**src/rtl/peak_detect_if.sv**
```systemverilog
// peak_detect_if
//   Bundles the sample stream and the peak-result signals of peak_detect.
//   Signal names match the original peak_detect port names.
//
//   seq       : sample valid from the reorder stage
//   answer    : signed 8-bit serial spectrum sample (real bins 0..15, then imag 0..15)
//   peak_bin  : index of the largest-magnitude bin of the last completed frame
//   peak_mag  : r^2 + i^2 of peak_bin
//   done      : one-cycle pulse when peak_bin/peak_mag update
//   abort     : one-cycle pulse when a partial frame is dropped
//   busy      : high while a frame is being collected
//
//   master : producer of samples / consumer of results (testbench, upstream)
//   slave  : the peak detector itself
interface peak_detect_if;
    logic              seq;
    logic signed [7:0] answer;
    logic [3:0]        peak_bin;
    logic [15:0]       peak_mag;
    logic              done;
    logic              abort;
    logic              busy;

    modport master (
        output seq,
        output answer,
        input  peak_bin,
        input  peak_mag,
        input  done,
        input  abort,
        input  busy
    );

    modport slave (
        input  seq,
        input  answer,
        output peak_bin,
        output peak_mag,
        output done,
        output abort,
        output busy
    );
endinterface

```
**src/rtl/peak_detect.sv**
```systemverilog
// peak_detect
//   Collects one 32-sample spectrum frame (real bins 0..15 followed by
//   imaginary bins 0..15), computes r^2 + i^2 for each bin while the
//   imaginary half streams in, and reports the largest-magnitude bin.
//   Ties resolve to the lowest bin index. A gap in seq mid-frame drops the
//   frame and pulses abort; the previous result is held.
//
//   Parameters:
//     SKIP_DC   : 1 excludes bin 0 from the search
//     SEARCH_HI : highest bin searched (1..15)
//
//   Ports:
//     clk : rising-edge clock
//     rst : synchronous active-high reset
//     bus : peak_detect_if slave modport (seq, answer in; peak_bin, peak_mag,
//           done, abort, busy out)
module peak_detect #(
    parameter bit          SKIP_DC   = 1'b1,
    parameter int unsigned SEARCH_HI = 15
) (
    input  logic         clk,
    input  logic         rst,
    peak_detect_if.slave bus
);

    typedef enum logic [1:0] {
        IDLE = 2'd0,
        REAL = 2'd1,
        IMAG = 2'd2,
        HOLD = 2'd3
    } state_e;

    // Bit j set when bin j takes part in the search.
    localparam logic [15:0] HI_MASK     = 16'((32'd2 << SEARCH_HI) - 32'd1);
    localparam logic [15:0] DC_MASK     = SKIP_DC ? 16'hFFFE : 16'hFFFF;
    localparam logic [15:0] SEARCH_MASK = HI_MASK & DC_MASK;
    localparam logic [3:0]  FIRST_BIN   = SKIP_DC ? 4'd1 : 4'd0;

    state_e             state_q, state_d;
    logic [4:0]         cnt_q, cnt_d;
    logic signed [7:0]  rbuf_q [16];
    logic [15:0]        max_mag_q, max_mag_d;
    logic [3:0]         max_bin_q, max_bin_d;
    logic [3:0]         peak_bin_q, peak_bin_d;
    logic [15:0]        peak_mag_q, peak_mag_d;
    logic               done_q, done_d;
    logic               abort_q, abort_d;
    logic               busy_q, busy_d;

    logic [3:0]         k;
    logic signed [15:0] r_ext, i_ext;
    logic signed [15:0] sq_r, sq_i;
    logic [15:0]        mag;
    logic               imag_take;
    logic               last_sample;
    logic               take_max;

    // ------------------------------------------------------------------
    // State register
    // ------------------------------------------------------------------
    always_ff @(posedge clk) begin
        if (rst) begin
            state_q <= IDLE;
        end else begin
            state_q <= state_d;
        end
    end

    // ------------------------------------------------------------------
    // Next-state logic
    // ------------------------------------------------------------------
    always_comb begin
        state_d = state_q;
        case (state_q)
            IDLE: begin
                if (bus.seq) state_d = REAL;
            end
            REAL: begin
                if (!bus.seq)              state_d = IDLE;
                else if (cnt_q == 5'd15)   state_d = IMAG;
            end
            IMAG: begin
                if (!bus.seq)              state_d = IDLE;
                else if (cnt_q == 5'd31)   state_d = HOLD;
            end
            HOLD: begin
                if (!bus.seq) state_d = IDLE;
            end
            default: state_d = IDLE;
        endcase
    end

    // ------------------------------------------------------------------
    // Output logic (registered below so every output is a flop)
    // ------------------------------------------------------------------
    always_comb begin
        done_d  = 1'b0;
        abort_d = 1'b0;
        busy_d  = (state_d == REAL) || (state_d == IMAG);
        if ((state_q == IMAG) && bus.seq && (cnt_q == 5'd31)) begin
            done_d = 1'b1;
        end
        if (((state_q == REAL) || (state_q == IMAG)) && !bus.seq) begin
            abort_d = 1'b1;
        end
    end

    // ------------------------------------------------------------------
    // Magnitude of the bin whose imaginary part is on the input now.
    // The low four bits of cnt are k = cnt - 16 while in IMAG.
    // ------------------------------------------------------------------
    always_comb begin
        k     = cnt_q[3:0];
        r_ext = 16'(rbuf_q[k]);
        i_ext = 16'(bus.answer);
        // 16-bit signed products are exact: the largest is (-128)^2 = 16384.
        sq_r  = r_ext * r_ext;
        sq_i  = i_ext * i_ext;
        mag   = $unsigned(sq_r) + $unsigned(sq_i);
    end

    // ------------------------------------------------------------------
    // Counter and running maximum
    // ------------------------------------------------------------------
    always_comb begin
        imag_take   = (state_q == IMAG) && bus.seq;
        last_sample = imag_take && (cnt_q == 5'd31);
        // First searched bin loads unconditionally; later ones need a
        // strictly larger magnitude, so the lowest index wins a tie.
        take_max    = imag_take && SEARCH_MASK[k] &&
                      ((k == FIRST_BIN) || (mag > max_mag_q));

        max_mag_d = take_max ? mag : max_mag_q;
        max_bin_d = take_max ? k   : max_bin_q;

        // The final sample's bin is folded in via max_*_d so the result
        // lands one cycle after the last imaginary sample.
        peak_bin_d = last_sample ? max_bin_d : peak_bin_q;
        peak_mag_d = last_sample ? max_mag_d : peak_mag_q;

        cnt_d = '0;
        case (state_q)
            IDLE:      cnt_d = bus.seq ? 5'd1 : 5'd0;
            REAL,
            IMAG:      cnt_d = bus.seq ? cnt_q + 5'd1 : 5'd0;
            default:   cnt_d = '0;
        endcase
    end

    always_ff @(posedge clk) begin
        if (rst) begin
            cnt_q      <= '0;
            max_mag_q  <= '0;
            max_bin_q  <= '0;
            peak_bin_q <= '0;
            peak_mag_q <= '0;
            done_q     <= 1'b0;
            abort_q    <= 1'b0;
            busy_q     <= 1'b0;
        end else begin
            cnt_q      <= cnt_d;
            max_mag_q  <= max_mag_d;
            max_bin_q  <= max_bin_d;
            peak_bin_q <= peak_bin_d;
            peak_mag_q <= peak_mag_d;
            done_q     <= done_d;
            abort_q    <= abort_d;
            busy_q     <= busy_d;
        end
    end

    // Real-part buffer: no reset needed, every entry is rewritten before use.
    always_ff @(posedge clk) begin
        if (bus.seq && ((state_q == IDLE) || (state_q == REAL))) begin
            rbuf_q[(state_q == IDLE) ? 4'd0 : cnt_q[3:0]] <= bus.answer;
        end
    end

    assign bus.peak_bin = peak_bin_q;
    assign bus.peak_mag = peak_mag_q;
    assign bus.done     = done_q;
    assign bus.abort    = abort_q;
    assign bus.busy     = busy_q;

endmodule

```
**src/flat_wrapper.sv**
```systemverilog
// flat-port wrapper written by rule: the top's interface ports become plain ports
module peak_detect_flat 
#(
    parameter bit          SKIP_DC   = 1'b1,
    parameter int unsigned SEARCH_HI = 15
)
  (clk, rst, bus_seq, bus_answer, bus_peak_bin, bus_peak_mag, bus_done, bus_abort, bus_busy);
  peak_detect_if bus_i ();
  input  logic clk;
  input  logic rst;
  input wire logic [$bits(bus_i.seq)-1:0] bus_seq;
  input wire logic [$bits(bus_i.answer)-1:0] bus_answer;
  output wire logic [$bits(bus_i.peak_bin)-1:0] bus_peak_bin;
  output wire logic [$bits(bus_i.peak_mag)-1:0] bus_peak_mag;
  output wire logic [$bits(bus_i.done)-1:0] bus_done;
  output wire logic [$bits(bus_i.abort)-1:0] bus_abort;
  output wire logic [$bits(bus_i.busy)-1:0] bus_busy;
  assign bus_i.seq = bus_seq;
  assign bus_i.answer = bus_answer;
  assign bus_peak_bin = bus_i.peak_bin;
  assign bus_peak_mag = bus_i.peak_mag;
  assign bus_done = bus_i.done;
  assign bus_abort = bus_i.abort;
  assign bus_busy = bus_i.busy;
  peak_detect #(.SKIP_DC(SKIP_DC), .SEARCH_HI(SEARCH_HI)) u_core (.clk(clk), .rst(rst), .bus(bus_i));
endmodule
```
**config.mk**
```make
export PLATFORM = sky130hd
export DESIGN_NAME = peak_detect_flat
export DESIGN_NICKNAME = d
export VERILOG_FILES = /design/src/rtl/peak_detect_if.sv /design/src/rtl/peak_detect.sv /design/src/flat_wrapper.sv
export SDC_FILE = /design/constraint.sdc
export NUM_CORES = 1
export LEC_CHECK = 0
export BUFFER_PORTS_ARGS = -buffer_cell sky130_fd_sc_hd__buf_4
export CAP_MARGIN = 15
export CORE_ASPECT_RATIO = 1.1
export CORE_MARGIN = 5
export CORE_UTILIZATION = 28
export DETAILED_ROUTE_END_ITERATION = 12
export GPL_TIMING_DRIVEN = 0
export PLACE_DENSITY = 0.42
export SYNTH_ARGS = -nofsm -noshare
export SYNTH_HDL_FRONTEND = slang
export SYNTH_SLANG_ARGS = --single-unit
```
**constraint.sdc**
```tcl
create_clock -name clk -period 8.2 [get_ports clk]
set_input_delay 0.41 -clock clk [delete_from_list [all_inputs] [get_ports clk]]
set_output_delay 0.41 -clock clk [all_outputs]
set_load 0.05 [all_outputs]
```
==> results of run 1 <==
-- cells in the mapped netlist (8+ instances only) --
master	number
nand3_1	14
o21ai_0	30
and2_1	29
nor2_1	76
xor2_1	8
mux2i_1	19
a21o_1	8
ha_1	79
dfxtp_1	55
xnor2_1	25
edfxtp_1	128
clkbuf_1	15
a21oi_1	27
inv_1	176
mux4_2	32
fa_1	115
nand2_1	24
-- metrics by stage --
stage | util | hold slack, ps | instance area (µm²) | TNS (ps) | std cells
2_1_floorplan | - | 460.3 | 12010 | 0 | 957
3_3_place_gp | 0.3064 | 492.3 | 12960 | -54750 | 1557
3_5_place_dp | 0.3071 | 488.8 | 12990 | -52820 | 1559
4_1_cts | 0.3358 | 290.0 | 14210 | -14840 | 1623
5_1_grt | 0.3425 | 320.4 | 14490 | -21570 | 1632
6_report | 0.3425 | 310.1 | 14490 | -7732 | 1632
-- worst register-to-register path: cells and delay by family (launching register included) --
| family | cells | cell delay (ps) |
|---|---|---|
| adders and majority gates | 8 | 3560 |
| AOI/OAI and AO/OA | 8 | 1450 |
| buffers and inverters | 12 | 1280 |
| muxes | 2 | 1060 |
| DFF | 1 | 390 |
| and+or+nand+nor | 3 | 320 |
| xor gates and xnor gates | 1 | 260 |
-- area by class of cell --
cell class | count | area share
multi-input combinational | 566 | 0.4631
inverter | 179 | 0.04637
clock inverter | 14 | 0.01123
tap | 567 | 0.04896
sequential | 183 | 0.3416
buffer | 25 | 0.01304
timing repair buffer | 80 | 0.04611
clock buffer | 18 | 0.02962
-- path summary, 6_finish.rpt --
kind | start | end | slack (ps) | cells past startpoint
setup / recovery | flop | u_core.bus.peak_mag[4]$_SDFFE_PP0P_ | -270 | 34
hold / removal | bus_seq | u_core.cnt_q[3]$_SDFF_PP0_ | 310 | 3
setup reg to reg | flop | u_core.bus.peak_mag[4]$_SDFFE_PP0P_ | -270 | 34
hold reg to reg | u_core.max_bin_q[3]$_SDFF_PP0_ | u_core.max_bin_q[3]$_SDFF_PP0_ | 540 | 2
-- logic make-up (layout without fill, tap and decap cells) --
group | after synthesis | after routing
AND/OR/NAND/NOR | 184 | 184
AO/OA/AOI/OAI | 95 | 95
buffers and inverters | 208 | 316
adder cells (fa/ha/maj) | 194 | 194
XOR/XNOR | 34 | 34
flip-flops | 183 | 183
multiplexers | 59 | 59
-- flip-flops by register name, indices dropped and copies added, names as in the netlist, named ones only --
register and cells:
u_core.rbuf_q 128, u_core.bus.peak_mag 16, u_core.max_mag_q 16, u_core.cnt_q 5
u_core.bus.peak_bin 4, u_core.max_bin_q 4, u_core.state_q 2, u_core.bus.abort 1
u_core.bus.busy 1, u_core.bus.done 1
-- routing by layer --
metal | global-route usage | wire [µm] | vias to the layer above
li1 | - | - | 3406
met2 | 0.2088 | 13690 | 115
met4 | 0.03093 | 354 | 0
met3 | 0.01668 | 819 | 28
met5 | 0 | 0 | -
met1 | 0.1706 | 13160 | 3597
-- what timing repair did --
action | in CTS | in global routing
endpoints found under the hold margin | 0 | 0
buffers inserted | 31 | 13
setup endpoints to repair | 40 | 40
pin swaps | 44 | 39
resized for setup | 80 | 39
gates cloned | 1 | 0
==> results.cfg, run 1 <==
[clock_tree]
clock-root-buffer = clkbuf_16
clockBufferDepth = 2
cts_tree = yes
clk_pin_slew_ps = 70
ctsHtreeMaxLevel = 4
cts_num_sinks = 183
clock_insertion_delay_worst_skew_ps = 430
post_cts_hold_buffer_count = 0
cts_made_buffers = 17

[final_layout]
nets = 1257
fillCellCount = 4296
multiInputGateArea_um2 = 6710
layout_commonest_cell = inv_1
seqCellArea_um2 = 4950
layout-drive-gt1-share = 0.2225
area_delta_synth_final_pct = 20.77
mostFrequentLayoutCells = 173 x inv_1, 128 x edfxtp_1, 114 x fa_1, 73 x nor2_1
antenna-diode-count = 0

[logic_synthesis]
edff_count_synth = 128
ys_ff_latch = 183
synth_largest_area_cell = edfxtp_1
yosys-mux-area-fraction = 0.09219
syn-cell-area_um2 = 12000
main_combinational_cell_family_by_area_after_synthesis = adder cells
synthSimpleGateAreaFrac = 0.07602
ys_seq_area_frac = 0.4121
post_synth_num_cell_types = 59
synth_adder_area_share = 0.2743
post_synth_inst_count = 957
synth_compound_area_frac = 0.04891
leading_cell_types_by_total_area_after_synthesis = edfxtp_1 32%, fa_1 19%, dfxtp_1 9.2%, ha_1 8.2%, mux4_2 6.0%
synth_area_per_cell_um2 = 12.54
synthesis.nets = 1162
yosys.area.top_type_share = 0.3204
most_frequently_used_flop_master_after_synthesis = edfxtp_1
ffs_w_async_s_r_synth = 0
yosys_warnings = 0
synth_xor_area_frac = 0.02597

[die]
num_io_pins = 34
floorplan.initialDensity = 0.2836
rows = 79
chipHeight_um = 227.1
core_area_um2 = 42310
die_area_um2 = 47090
die_x_um = 207.4

[placed_design]
numPortBuffers = 33
place.detailed.hpwl_mm = 20.77
gpl.final_weighted_congestion = 0.7340
post_placement_setup_slack_ps = -1527

[detailed_routing]
first_pass_iters = 4
remaining_drc_errors = 0
avg_vias_per_cell = 4.379
final_antenna_net_count = 0
drt_iter0_drc = 343
dr_total_vias = 7146
wirelength_mm = 28.02
post_drt_wl_per_cell_um = 17.17

[flow_run]
max_cap_violations = 0

[outcome]
violations = setup timing
status = complete, but fails checks

[setup_path]
critPathMostFrequentCell = fa_1
worst-path-buf-inv = 12
critical_path_peak_fanout = 7
worst_ep_arrival_time_ps = 8750
timing.critical_path.to_type = flop
timing.critical_path.required_ps = 8480
worst_setup_path_start_kind = flop
path_class = reg2reg
cpMaxStageDelayCell = mux4_2
timing.critical_path.max_delay_family = adder cells
critPathMaxStageDelay_ps = 590

[grt]
grt_pass1_wl_mm = 45.06
antenna_found_initial = 0
grt_max_degree = 28
globalRouteOverflowTotal = 0
grt_pass1_vias = 7820
globalRouteTotalUtil = 0.1237

[sta]
rsz_0062_raised_after_global_routing = true
timing_hold_violations_final = 0
tightest_slew_ps = 1151
fin_crit_ps = 8466
maxSlewViolCount = 0
max_freq_mhz = 118.1
finalSetupViolations = 40
relSlewSlack = 0.2300
timing.final.crit_share = 1.032
finalClockSkew_ps = 9.199
post-route-worst-setup-slack_ps = -265.8

[hold_path]
hold_path_class = in2reg
Power of run 1 is not shown: default switching activity piles up to over one toggle a cycle in this logic, so the estimate is an artifact.
==> run 2, diff against run 1 <==
Settings changed: CORE_UTILIZATION 28 to 57, GPL_ROUTABILITY_DRIVEN set to 1, PLACE_DENSITY 0.42 to 0.75, RECOVER_POWER set to 25.
==> run 2 against run 1 <==
Effect of this change:
- maximum frequency is 1.1% lower
- die area is 49% lower
- non-clock buffer count is 10 higher
- the run still ends with setup timing left
- sequential share of layout area is 0.54 points higher
- utilization is 35 points higher
- highest routed layer unchanged
- flip-flop and latch count stayed put
==> results.cfg, run 2 (synthesis results as in run 1) <==
[placed_design]
gpl.final_weighted_congestion = 0.8650
numPortBuffers = 33
post_placement_setup_slack_ps = -1152
place.detailed.hpwl_mm = 17.99

[detailed_routing]
remaining_drc_errors = 0
avg_vias_per_cell = 5.733
final_antenna_net_count = 0
post_drt_wl_per_cell_um = 20.70
first_pass_iters = 5
wirelength_mm = 27.55
dr_total_vias = 7630
drt_iter0_drc = 487

[sta]
rsz_0062_raised_after_global_routing = true
relSlewSlack = 0.2114
post-route-worst-setup-slack_ps = -359.4
finalSetupViolations = 40
maxSlewViolCount = 0
finalClockSkew_ps = 11.44
timing.final.crit_share = 1.044
fin_crit_ps = 8559
tightest_slew_ps = 1183
timing_hold_violations_final = 0
max_freq_mhz = 116.8

[setup_path]
rrSetupSlack_ps = -360
timing.reg2reg.worst_path_depth = 35
timing.critical_path.to_type = flop
cpMaxStageDelayCell = fa_1
critPathMostFrequentCell = fa_1
critical_path_peak_fanout = 10
timing.critical_path.required_ps = 8500
worst_setup_path_start_kind = flop
critPathMaxStageDelay_ps = 530
reg2reg_to = u_core.bus.peak_mag[6]$_SDFFE_PP0P_
worst_ep_arrival_time_ps = 8860
path_class = reg2reg

[final_layout]
finish.utilization = 0.6909
max_ffs_per_register = 128
mostFrequentLayoutCells = 164 x inv_1, 128 x edfxtp_1, 114 x fa_1
layout-drive-gt1-share = 0.2465
nets = 1267
area_delta_synth_final_pct = 18.89
layout_commonest_cell = inv_1
antenna-diode-count = 0
fillCellCount = 1368

[outcome]
violations = setup timing
status = complete, but fails checks

[die]
core_area_um2 = 20640
die_x_um = 148.3
die_area_um2 = 24050
floorplan.initialDensity = 0.5812
rows = 55
num_io_pins = 34
chipHeight_um = 162.2

[grt]
globalRouteOverflowTotal = 0
globalRouteTotalUtil = 0.2344
antenna_found_initial = 0
grt_pass1_wl_mm = 43.38
grt_pass1_vias = 8092
grt_max_degree = 28

[hold_path]
hold_path_startpoint = bus_seq
hold_path_depth = 3
hold-path-endpoint = u_core.cnt_q[3]$_SDFF_PP0_
hold_path_class = in2reg

[clock_tree]
clockBufferDepth = 2
cts_made_buffers = 17
cts_tree = yes
ctsHtreeMaxLevel = 4
clock-root-buffer = clkbuf_16
cts_num_sinks = 183
clock_insertion_delay_worst_skew_ps = 430
post_cts_hold_buffer_count = 0
clk_pin_slew_ps = 70

[flow_run]
max_cap_violations = 0
run 2: changes by cell type in the layout (fill, tap and decap cells not counted), sizes merged:
cell and change:
clkinvlp -1, clkinv -1, buf +5, clkbuf +5, inv +2
run 2: repair_timing:
item                                    4_1_cts  5_1_grt
pin swaps                                    48       51
gates resized for setup                      72       84
setup buffers                                38       18
endpoints found under the setup margin       40       40
gates cloned                                  1        0
run 2: worst max path at each step:
| stage | end | slack, ps | depth (start not counted) |
|---|---|---|---|
| after floorplan | u_core.bus.peak_bin[2]$_SDFFE_PP0P_ | 70 | 32 |
| after global placement | u_core.bus.peak_bin[2]$_SDFFE_PP0P_ | -1040 | 31 |
| after detailed placement | u_core.bus.peak_bin[0]$_SDFFE_PP0P_ | -1150 | 31 |
| after CTS | u_core.bus.peak_mag[8]$_SDFFE_PP0P_ | -290 | 35 |
| after global routing | u_core.bus.peak_mag[6]$_SDFFE_PP0P_ | -610 | 37 |
| final | u_core.bus.peak_mag[6]$_SDFFE_PP0P_ | -360 | 35 |
run 2: per-layer routing:
metal	track usage	routed length (µm)	share of wire
met1	0.3135	11160	0.41
met2	0.4054	14270	0.52
met3	0.04408	1544	0.056
met4	0.04830	571	0.021
met5	0	0	0
run 2: stage by stage:
step	hold slack [ps]	TNS, ps	instance area [µm²]	cells
floorplan	460.3	0	12010	957
global placement	482.4	-35880	12570	1246
detailed placement	486.3	-39560	12590	1247
CTS	308.5	-9406	13840	1317
global route	334.4	-20980	14260	1331
finish	323.9	-11500	14260	1331
run 2: area by class of cell:
cell class,count,area [µm²],area share
inverters,179,674.4,0.04728
clock inverters,14,157.7,0.01105
flip-flops and latches,183,4950,0.3470
clock buffers,18,429.2,0.03009
plain buffers,25,186.4,0.01307
multi-input cells,566,6798,0.4766
well taps,256,320.3,0.02246
repair buffers,90,748.2,0.05246
run 2: critical path: cells and delay by family, from the launching register on:
kind,cells,cell delay (ps)
flip-flops,1,390
AND/OR/NAND/NOR,5,620
buffers and inverters,12,1360
XOR/XNOR,1,320
multiplexers,3,1060
adder cells (fa/ha/maj),8,3550
AO/OA/AOI/OAI,6,1100
Power of run 2 is left out for the same reason.
